$ cat src/rtl/audio_pkg.sv
// audio_pkg: shared defaults, fetch FSM state type and sample byte-swap helper.
package audio_pkg;
  localparam int NUM_CHANNELS_DEF = 8;
  localparam int SAMPLE_W_DEF = 16;
  typedef enum logic [1:0] {IDLE, SCAN, ADDR, DATA} fetch_state_t;
  function automatic logic [15:0] byte_swap16(input logic [15:0] d);
    return {d[7:0], d[15:8]};
  endfunction
endpackage

$ cat src/rtl/sample_fetch_scheduler_next_channel_finder.sv
// next_channel_finder: lowest set mask bit at or above start_i; start_i may equal N (nothing found).
module next_channel_finder #(
  parameter int N = 8,
  parameter int CW = $clog2(N)
) (
  input  logic [N-1:0]  mask_i,
  input  logic [CW:0]   start_i,
  output logic          found_o,
  output logic [CW-1:0] idx_o
);
  always_comb begin
    found_o = 1'b0;
    idx_o = '0;
    for (int i = N - 1; i >= 0; i--)
      if (mask_i[i] && i >= int'(start_i)) begin
        found_o = 1'b1;
        idx_o = CW'(i);
      end
  end
endmodule

$ cat src/rtl/sample_fetch_scheduler.sv
// sample_fetch_scheduler: per-tick round of single-outstanding AXI-Lite sample reads over playing channels.
// Optional SAMPLE_FETCH_RRESP_ZERO_EN: error responses deliver zero samples and set sticky fetch_err.
module sample_fetch_scheduler
  import audio_pkg::*;
#(
  parameter int NUM_CHANNELS = NUM_CHANNELS_DEF,
  parameter int ADDR_W = 32,
  parameter int SAMPLE_W = SAMPLE_W_DEF
) (
  input  logic                                 clk,
  input  logic                                 rst,
  input  logic                                 tick,
  input  logic [NUM_CHANNELS-1:0]              playing,
  input  logic [NUM_CHANNELS-1:0][ADDR_W-1:0]  next_addr,
  output logic [ADDR_W-1:0]                    m_axil_araddr,
  output logic                                 m_axil_arvalid,
  input  logic                                 m_axil_arready,
  input  logic [SAMPLE_W-1:0]                  m_axil_rdata,
  input  logic [1:0]                           m_axil_rresp,
  input  logic                                 m_axil_rvalid,
  output logic                                 m_axil_rready,
  output logic [SAMPLE_W-1:0]                  sample_out,
  output logic [NUM_CHANNELS-1:0]              sample_valid,
  output logic                                 busy,
  output logic                                 overrun,
  output logic                                 fetch_err
);
  localparam int CW = $clog2(NUM_CHANNELS);
  fetch_state_t state_q, state_d;
  logic [NUM_CHANNELS-1:0] mask_q, sample_valid_q;
  logic [CW:0] idx_q;
  logic [ADDR_W-1:0] araddr_q;
  logic [SAMPLE_W-1:0] sample_out_q, rdata_sw;
  logic overrun_q, found, rd_err, rd_done;
  logic [CW-1:0] fidx;
  next_channel_finder #(.N(NUM_CHANNELS), .CW(CW)) u_finder (
    .mask_i(mask_q), .start_i(idx_q), .found_o(found), .idx_o(fidx)
  );
  assign rdata_sw = SAMPLE_W'(byte_swap16(16'(m_axil_rdata)));
  assign rd_done = state_q == DATA && m_axil_rvalid;
  always_ff @(posedge clk) state_q <= rst ? IDLE : state_d;
  always_comb begin
    state_d = state_q == IDLE ? (tick ? SCAN : IDLE) :
              state_q == SCAN ? (found ? ADDR : IDLE) :
              state_q == ADDR ? (m_axil_arready ? DATA : ADDR) :
                                (m_axil_rvalid ? SCAN : DATA);
  end
  always_comb begin
    m_axil_arvalid = state_q == ADDR;
    m_axil_rready = state_q == DATA;
    busy = state_q != IDLE;
    m_axil_araddr = araddr_q;
    sample_out = sample_out_q;
    sample_valid = sample_valid_q;
    overrun = overrun_q;
  end
  always_ff @(posedge clk) begin
    if (rst) begin
      mask_q <= '0;
      idx_q <= '0;
      araddr_q <= '0;
      sample_out_q <= '0;
      sample_valid_q <= '0;
      overrun_q <= 1'b0;
    end else begin
      overrun_q <= tick && state_q != IDLE;
      sample_valid_q <= '0;
      if (state_q == IDLE && tick) begin
        mask_q <= playing;
        idx_q <= '0;
      end
      if (state_q == SCAN && found) begin
        idx_q <= {1'b0, fidx};
        araddr_q <= next_addr[fidx];
      end
      if (rd_done) begin
        sample_out_q <= rd_err ? '0 : rdata_sw;
        sample_valid_q <= NUM_CHANNELS'(1) << idx_q[CW-1:0];
        idx_q <= idx_q + 1'b1;
      end
    end
  end
`ifdef SAMPLE_FETCH_RRESP_ZERO_EN
  logic fetch_err_q;
  assign rd_err = |m_axil_rresp;
  always_ff @(posedge clk) fetch_err_q <= rst ? 1'b0 : (fetch_err_q || (rd_done && rd_err));
  assign fetch_err = fetch_err_q;
`else
  logic unused_rresp;
  assign unused_rresp = ^m_axil_rresp;
  assign rd_err = 1'b0;
  assign fetch_err = 1'b0;
`endif
endmodule

$ cat config.mk
export PLATFORM = sky130hd
export DESIGN_NAME = sample_fetch_scheduler
export DESIGN_NICKNAME = d
export VERILOG_FILES = /design/src/rtl/audio_pkg.sv /design/src/rtl/sample_fetch_scheduler_next_channel_finder.sv /design/src/rtl/sample_fetch_scheduler.sv
export SDC_FILE = /design/constraint.sdc
export NUM_CORES = 1
export LEC_CHECK = 0
export ABC_AREA = 1
export BUFFER_PORTS_ARGS = -buffer_cell sky130_fd_sc_hd__buf_2
export CORE_AREA = 2 2 137 139
export DETAILED_ROUTE_END_ITERATION = 8
export DIE_AREA = 0 0 139 141
export PLACE_DENSITY = 0.59
export SLEW_MARGIN = 25
export SYNTH_ARGS = -nofsm -noshare
export SYNTH_HDL_FRONTEND = slang
export SYNTH_SLANG_ARGS = --single-unit
$ cat constraint.sdc
create_clock -name clk -period 6.1 [get_ports clk]
set_input_delay 1.22 -clock clk [delete_from_list [all_inputs] [get_ports clk]]
set_output_delay 1.22 -clock clk [all_outputs]
set_load 0.005 [all_outputs]
==> results of run 1 <==
-- sequential cells by signal, summed over array words and instances (netlist names) --
name / flops
m_axil_araddr: 32
overrun: 1
sample_out: 16
idx_q: 4
sample_valid: 8
state_q: 2
mask_q: 8
-- worst max-delay path, delay by kind of cell (launching register included) --
kind	cells	cell delay, ns
flops	1	0.34
fa+ha+maj	1	0.30
simple gates	7	2.19
buf+inv	3	0.86
-- how the worst max path moves through the flow --
stage               depth (start not counted)      from           endpoint
detailed placement                         11  idx_q[0]  m_axil_araddr[14]
global route                               11  idx_q[0]  m_axil_araddr[14]
floorplan                                   6      tick          mask_q[7]
finish                                     11  idx_q[0]  m_axil_araddr[14]
CTS                                        11  idx_q[0]  m_axil_araddr[14]
global placement                           11  idx_q[1]  m_axil_araddr[14]
-- power groups by stage --
| stage | Combinational, µW | Clock [µW] | Sequential (µW) |
|---|---|---|---|
| floorplan | 595 | 0 | 525 |
| CTS | 806 | 535 | 514 |
| global route | 911 | 554 | 518 |
| detailed placement | 803 | 0 | 524 |
| finish | 794 | 513 | 514 |
| global placement | 801 | 0 | 523 |
-- layout make-up --
type,instances,area share [%]
inverter,183,8.827
clock buffer,9,2.889
multi-input combinational,722,42.40
timing repair buffer,353,23.00
antenna,2,0.06420
tap,234,3.755
clock inverter,7,0.8345
sequential,71,18.23
-- cell usage in the layout, fill, tap and decap left out, drive strengths merged --
cell type / Yosys / final
a21oi: 12 / 12
a22oi: 1 / 1
a31oi: 1 / 1
buf: 60 / 353
clkbuf: 16 / 9
clkinv: 1 / 4
clkinvlp: 0 / 1
conb: 1 / 1
dfxtp: 71 / 71
diode: 0 / 2
ha: 4 / 4
inv: 182 / 185
nand2: 279 / 279
nand3: 326 / 326
nor2: 66 / 66
nor3: 1 / 1
nor4: 1 / 1
o211ai: 2 / 2
o21ai: 28 / 28
-- per-layer routing --
metal	share of wire, %	GRT usage, %	vias to the layer above
met1	43	28.34	3376
met2	49	39.33	269
li1	-	-	3871
met4	2.3	6.858	0
met5	0	0	-
met3	6.1	4.008	31
-- per-stage QoR --
step / setup slack (ns) / hold WS (ns) / cell area, µm²
6_report: 2.262 / 0.4738 / 7796
3_3_place_gp: 2.216 / 0.4526 / 7488
2_1_floorplan: 4.006 / 0.4304 / 5874
4_1_cts: 2.234 / 0.4708 / 7790
3_5_place_dp: 2.272 / 0.4621 / 7500
5_1_grt: 1.871 / 0.5050 / 7796
-- cell families after synthesis --
family                     share of synthesized area (%)
adders and majority gates                         0.8520
other                                            0.06384
DFF                                                24.20
and+or+nand+nor                                    50.78
buffers and inverters                              19.91
AOI/OAI and AO/OA                                  4.196
==> results by group, run 1 <==
Detailed routing
  – Via count: approximately 7,500
  – Total detailed-routing wirelength: between 20 and 25 mm
  – DRC: 0
  – Drt first pass iters: 5
  – Vias/cell: 4.774
  – Post-DRT Antenna Nets: 0
  – Iteration-0 DRC Markers: 418
  – Mean routed wirelength per cell: 14.27 µm

Synth
  – Sequential area share after synthesis: around 24%
  – Post-synth top flop: dfxtp_1
  – Avg Cell Area, Syn: 5.584 µm²
  – Net Count, Synth: 1,343
  – Largest cells by area after synthesis: nand3_1 28%, dfxtp_1 24%, nand2_1 18%, inv_1 11%, nor2_1 4.2%
  – Yosys warns: 0
  – Post-synth EDFFs: 0
  – Commonest cells in the netlist: 325 x nand3_1, 274 x nand2_1, 178 x inv_1
  – Post-Syn Area: between 5000 and 6000 µm²
  – Post-synthesis cell type count: 26
  – Cell count after synthesis: between 1,000 and 1,500
  – Ys async rst share: 0%
  – Seq cells post-synth: just over 70
  – Top-area cell type share of the netlist area: about 28%
  – Most numerous cell in the Yosys netlist: nand3_1
  – Leading area contributor after synthesis: nand3_1

Worst setup path
  – CP arrival: ~4.1 ns
  – Critical path's slowest cell: nand2_4
  – CP Capture Type: flip-flop
  – Worst path cell trace: inv_1, ha_1, nand3_4, nand2_4, buf_4, nand2_1, nand3_1, nand3_1, nand3_1, nand2_1, inv_1
  – Worst R2R End: m_axil_araddr[14]
  – RR Startpoint: idx_q[0]
  – CP Class: flip-flop to flip-flop
  – Startpoint types: flip-flop
  – R2r setup slk: between 2 and 2.5 ns
  – Worst Path Max Fanout: 73
  – WP data required: ~6.4 ns
  – Max incr delay on CP: around 0.87 ns
  – Cells on worst reg2reg path: 11
  – Crit-path most repeated cell: nand3_1

Power
  – Sequential power share: 28.2%
  – Internal power: 1066 µW
  – Clock power share: about 28%
  – Lkg Pwr: between 0.004 and 0.005 µW
  – Switching Fraction: around two fifths
  – Cell Pwr Density: roughly 230 nW/µm²
  – Pwr Total: approximately 1800 µW
  – Worst vdd ir: 0.1093 mV
  – Sw power: roughly 760 µW
  – Gate power share: roughly 44%

Clocking
  – Sink Count: between 70 and 80
  – CTS tree: done
  – PostCTS Resize Cnt: 0
  – Maximum buffer depth of the clock tree: 2
  – Root Buffer: clkbuf_16
  – Skew-Pair Late Insertion Delay: ~0.34 ns
  – CTS HTree Levels: 3
  – CTS buffer count: 9
  – Post-CTS setup buffer count: 0
  – Hold_buf cts: 0
  – Worst-path clk slew: about 0.06 ns

Hold path
  – Type of the tightest min-delay check: flip-flop to flip-flop
  – Hold Startpoint: mask_q[6]
  – Worst hold endpoint: mask_q[6]
  – Hold depth: 2

GRT
  – Initial antenna violation count: 2
  – First-pass GRT wire length: between 30 and 40 mm
  – Tot GR Track Use: 22.52%
  – Total gr overflow: 0
  – Vias in the first global route: between 6,000 and 7,000
  – Largest net degree at the start of global routing: 74

Floorplanning
  – Die height: 141 µm
  – Die Outline Area: a little under 20,000 µm²
  – Core ar.: 18,270 µm²
  – # IOs: between 300 and 400
  – Starting Density: about a third
  – Row cnt: 50
  – Die extent in x: ~140 µm

Timing
  – Skew final: 0.005642 ns
  – Period utilization: 62.92%
  – Crit path time final: roughly 3.8 ns
  – Max-slew violations: 0
  – Setup violations, final: 0
  – Slew @ Worst Pin: just over 0.9 ns
  – Max transition margin: between 30% and 40%
  – Maximum clock rate: about 0.26 GHz
  – Setup TNS: 0 ns
  – RSZ-0062 raised after global routing: false
  – Final hold viol count: 0

Final layout
  – Area taken by multi-input logic gates: ~3300 µm²
  – Register area: around 1400 µm²
  – Final #Nets: ~1,600
  – Final core occ: 42.68%
  – Area delta synth->final: 32.72%
  – Fillers: approximately 2,100
  – Share of layout cells above drive strength 1: 28.77%
  – Final Non-Filler Cells: between 1,500 and 2,000

Placement
  – Dpl hpwl: 16.12 mm
  – Routability-driven placement congestion ratio: 0.8976
  – Placed Cells: roughly 1,600
  – Port bufs: roughly 340

Flow run
  – Max_cap viols: 0

Outcome
  – Status: completed
Note: power is estimated with default switching activity, not from simulation.
==> inputs of run 2 (changes only) <==
--- a/config.mk
+++ b/config.mk
@@ -5,12 +5,12 @@
 export SDC_FILE = /design/constraint.sdc
 export NUM_CORES = 1
 export LEC_CHECK = 0
-export ABC_AREA = 1
+export ABC_AREA = 0
 export BUFFER_PORTS_ARGS = -buffer_cell sky130_fd_sc_hd__buf_2
-export CORE_AREA = 2 2 137 139
+export CORE_MARGIN = 2
+export CORE_UTILIZATION = 35
 export DETAILED_ROUTE_END_ITERATION = 8
-export DIE_AREA = 0 0 139 141
-export PLACE_DENSITY = 0.59
+export PLACE_DENSITY = 0.63
 export SLEW_MARGIN = 25
 export SYNTH_ARGS = -nofsm -noshare
 export SYNTH_HDL_FRONTEND = slang
==> constraint.sdc (replaced) <==
create_clock -name clk -period 3.6 [get_ports clk]
set_input_delay 0.72 -clock clk [delete_from_list [all_inputs] [get_ports clk]]
set_output_delay 0.72 -clock clk [all_outputs]
set_load 0.005 [all_outputs]
==> results by group, run 2 <==
Timing
  – Crit path time final: 3.205 ns (was 3.838 ns)
  – Period utilization: 89.03% (was 62.92%)
  – Max-slew violations: 0 (unchanged)
  – Maximum clock rate: 0.3120 GHz (was 0.2605 GHz)
  – Setup TNS: 0 ns (unchanged)
  – Slew @ Worst Pin: 0.9797 ns (was 0.9063 ns)
  – RSZ-0062 raised after global routing: false (unchanged)
  – Setup violations, final: 0 (unchanged)
  – Max transition margin: 34.68% (was 39.44%)
  – Final hold viol count: 0 (unchanged)
  – Skew final: 0.005847 ns (was 0.005642 ns)

Clocking
  – Post-CTS setup buffer count: 0 (unchanged)
  – Maximum buffer depth of the clock tree: 2 (unchanged)
  – Root Buffer: clkbuf_16 (unchanged)
  – CTS tree: done (unchanged)
  – PostCTS Resize Cnt: 0 (unchanged)
  – Skew-Pair Late Insertion Delay: 0.34 ns (about the same)
  – CTS buffer count: 9 (unchanged)
  – Hold_buf cts: 0 (unchanged)
  – CTS HTree Levels: 3 (unchanged)
  – Worst-path clk slew: 0.06 ns (about the same)
  – Sink Count: 71 (unchanged)

Floorplanning
  – Core ar.: 16,520 µm² (was 18,270 µm²)
  – Die extent in x: 133.7 µm (was 139 µm)
  – Starting Density: 35.64% (was 32.16%)
  – Die Outline Area: 17,880 µm² (was 19,600 µm²)
  – # IOs: 348 (unchanged)
  – Row cnt: 47 (was 50)
  – Die height: 133.7 µm (was 141 µm)

Detailed routing
  – Total detailed-routing wirelength: 24.10 mm (was 22.56 mm)
  – Mean routed wirelength per cell: 18.95 µm (was 14.27 µm)
  – Vias/cell: 5.711 (was 4.774)
  – DRC: 0 (unchanged)
  – Post-DRT Antenna Nets: 0 (unchanged)
  – Via count: 7,264 (was 7,547)
  – Iteration-0 DRC Markers: 617 (was 418)
  – Drt first pass iters: 6 (was 5)

Final layout
  – Most frequent cells in the layout: 344 x buf_2, 94 x nand2_1, 71 x dfxtp_1, 68 x nand3_1 (was 344 x buf_2, 325 x nand3_1, 274 x nand2_1, 177 x inv_1, 71 x dfxtp_1)
  – Final #Nets: 1,336 (was 1,631)
  – Area delta synth->final: 36.95% (was 32.72%)
  – Max FFs per register: 32 (unchanged)
  – Commonest non-fill, non-tap cell in the layout: buf_2 (unchanged)
  – Register area: 1421 µm² (unchanged)
  – Final core occ: 48.81% (was 42.68%)
  – Fillers: 1,641 (was 2,068)
  – Area taken by multi-input logic gates: 4114 µm² (was 3306 µm²)
  – Share of layout cells above drive strength 1: 41.33% (was 28.77%)
  – Fin area: 8065 µm² (was 7796 µm²)

GRT
  – First-pass GRT wire length: 36.20 mm (was 35.82 mm)
  – Tot GR Track Use: 25.35% (was 22.52%)
  – Total gr overflow: 0 (unchanged)
  – GRT met2 Usage: 38.40% (was 39.33%)
  – Vias in the first global route: 6,614 (was 6,938)
  – Met1 GRT Util: 36.55% (was 28.34%)
  – GRT busiest layer: met2 (unchanged)
  – Largest net degree at the start of global routing: 98 (was 74)
  – M3 GR Usage: 4.148% (was 4.008%)
  – Initial antenna violation count: 2 (unchanged)

Power
  – Cell Pwr Density: 396.4 nW/µm² (was 233.6 nW/µm²)
  – Lkg Pwr: 0.003732 µW (was 0.004805 µW)
  – Worst vdd ir: 0.2526 mV (was 0.1093 mV)

Synth
  – Largest cells by area after synthesis: dfxtp_1 24%, a22oi_1 8.2%, o211ai_1 8.2%, a31oi_1 6.5%, nand2_1 6.0% (was nand3_1 28%, dfxtp_1 24%, nand2_1 18%, inv_1 11%, nor2_1 4.2%)
  – Post-synth top flop: dfxtp_1 (unchanged)
  – Top-area cell type share of the netlist area: 24.13% (was 27.69%)
  – Cell count after synthesis: 760 (was 1,052)
  – Commonest cells in the netlist: 94 x nand2_1, 71 x dfxtp_1, 68 x nand3_1 (was 325 x nand3_1, 274 x nand2_1, 178 x inv_1)
  – Yosys warns: 0 (unchanged)
  – Post-synth EDFFs: 0 (unchanged)
  – Post-synthesis cell type count: 47 (was 26)
  – Ys async rst share: 0% (unchanged)
  – Leading area contributor after synthesis: dfxtp_1 (was nand3_1)
  – Net Count, Synth: 1,051 (was 1,343)
  – Sequential area share after synthesis: 24.13% (was 24.20%)
  – Avg Cell Area, Syn: 7.749 µm² (was 5.584 µm²)
  – Post-Syn Area: 5889 µm² (was 5874 µm²)
  – Most numerous cell in the Yosys netlist: nand2_1 (was nand3_1)
  – Seq cells post-synth: 71 (unchanged)

Worst setup path
  – Worst Path Max Fanout: 26 (was 73)
  – CP arrival: 3.39 ns (was 4.12 ns)
  – WP data required: 3.78 ns (was 6.38 ns)
  – CP Capture Type: flip-flop (unchanged)
  – Startpoint types: flip-flop (unchanged)
  – CP Class: flip-flop to flip-flop (unchanged)

Outcome
  – Status: completed (unchanged)

Placement
  – Port bufs: 344 (unchanged)
  – Routability-driven placement congestion ratio: 0.8781 (was 0.8976)
  – Placed Area: 7775 µm² (was 7500 µm²)
  – Dpl hpwl: 17.73 mm (was 16.12 mm)

Hold path
  – Type of the tightest min-delay check: flip-flop to flip-flop (unchanged)

Flow run
  – Max_cap viols: 0 (unchanged)
==> run 2: changes by cell type after synthesis, moves of 27 or more <==
| cell | previous run | this run |
|---|---|---|
| a21oi_1 | 10 | 50 |
| a22oi_1 | 1 | 64 |
| a31oi_1 | 1 | 61 |
| clkbuf_1 | 16 | 57 |
| inv_1 | 178 | 6 |
| mux2_2 | 0 | 27 |
| nand2_1 | 274 | 94 |
| nand3_1 | 325 | 68 |
| nor2_1 | 65 | 11 |
| o211a_1 | 0 | 32 |
| o211ai_1 | 0 | 64 |
==> run 2: logic make-up after synthesis <==
family,synth area share [%]
AO/OA/AOI/OAI,40.05
AND/OR/NAND/NOR,16.78
buffers and inverters,7.266
flip-flops,24.13
multiplexers,10.86
adder cells (fa/ha/maj),0.8498
other,0.06367
==> run 2: worst paths after layout <==
kind	startpoint	end	slack, ns	cells past startpoint
setup / recovery	idx_q[1]	m_axil_araddr[16]	0.39	8
hold / removal	sample_out[3]	sample_out[3]	0.45	2
hold reg to reg	sample_out[3]	sample_out[3]	0.45	2
setup reg to reg	idx_q[1]	m_axil_araddr[16]	0.39	8
==> run 2: worst max-delay path: stages, from the launching register on <==
cell and delay (ns):
dfxtp_1 0.50, ha_1 0.35, and2b_1 0.24, a311oi_1 0.56
o22a_4 0.38, buf_12 0.25, mux2_4 0.32, a222oi_1 0.33
a21oi_1 0.11
==> run 2: power by group <==
part / internal, µW / switching, µW
logic: 649 / 817
clock network: 501 / 342
registers: 845 / 42.4
==> run 2: metal layers <==
layer | share of wire, % | vias up
met5 | 0 | -
met4 | 2.0 | 0
met3 | 7.3 | 35
met2 | 45 | 308
met1 | 46 | 3376
li1 | - | 3545
==> run 2: final cells by class <==
type / instances / area share, %
Clock inverter: 5 / 0.4034
Multi-Input combinational cell: 592 / 51.01
Tap cell: 220 / 3.413
Clock buffer: 11 / 3.134
Antenna cell: 2 / 0.06205
Sequential cell: 71 / 17.62
Timing Repair Buffer: 365 / 24.08
Inverter: 6 / 0.2792
==> run 2: through the flow <==
step | hold slack [ns] | total power (µW) | std cells | worst slack (ns)
2_1_floorplan | 0.4368 | 1863 | 760 | 1.182
3_3_place_gp | 0.4392 | 2348 | 1254 | 0.4473
3_5_place_dp | 0.4460 | 2361 | 1254 | 0.4081
4_1_cts | 0.4537 | 3201 | 1270 | 0.3814
5_1_grt | 0.4806 | 3374 | 1271 | 0.1962
6_report | 0.4514 | 3197 | 1272 | 0.3949
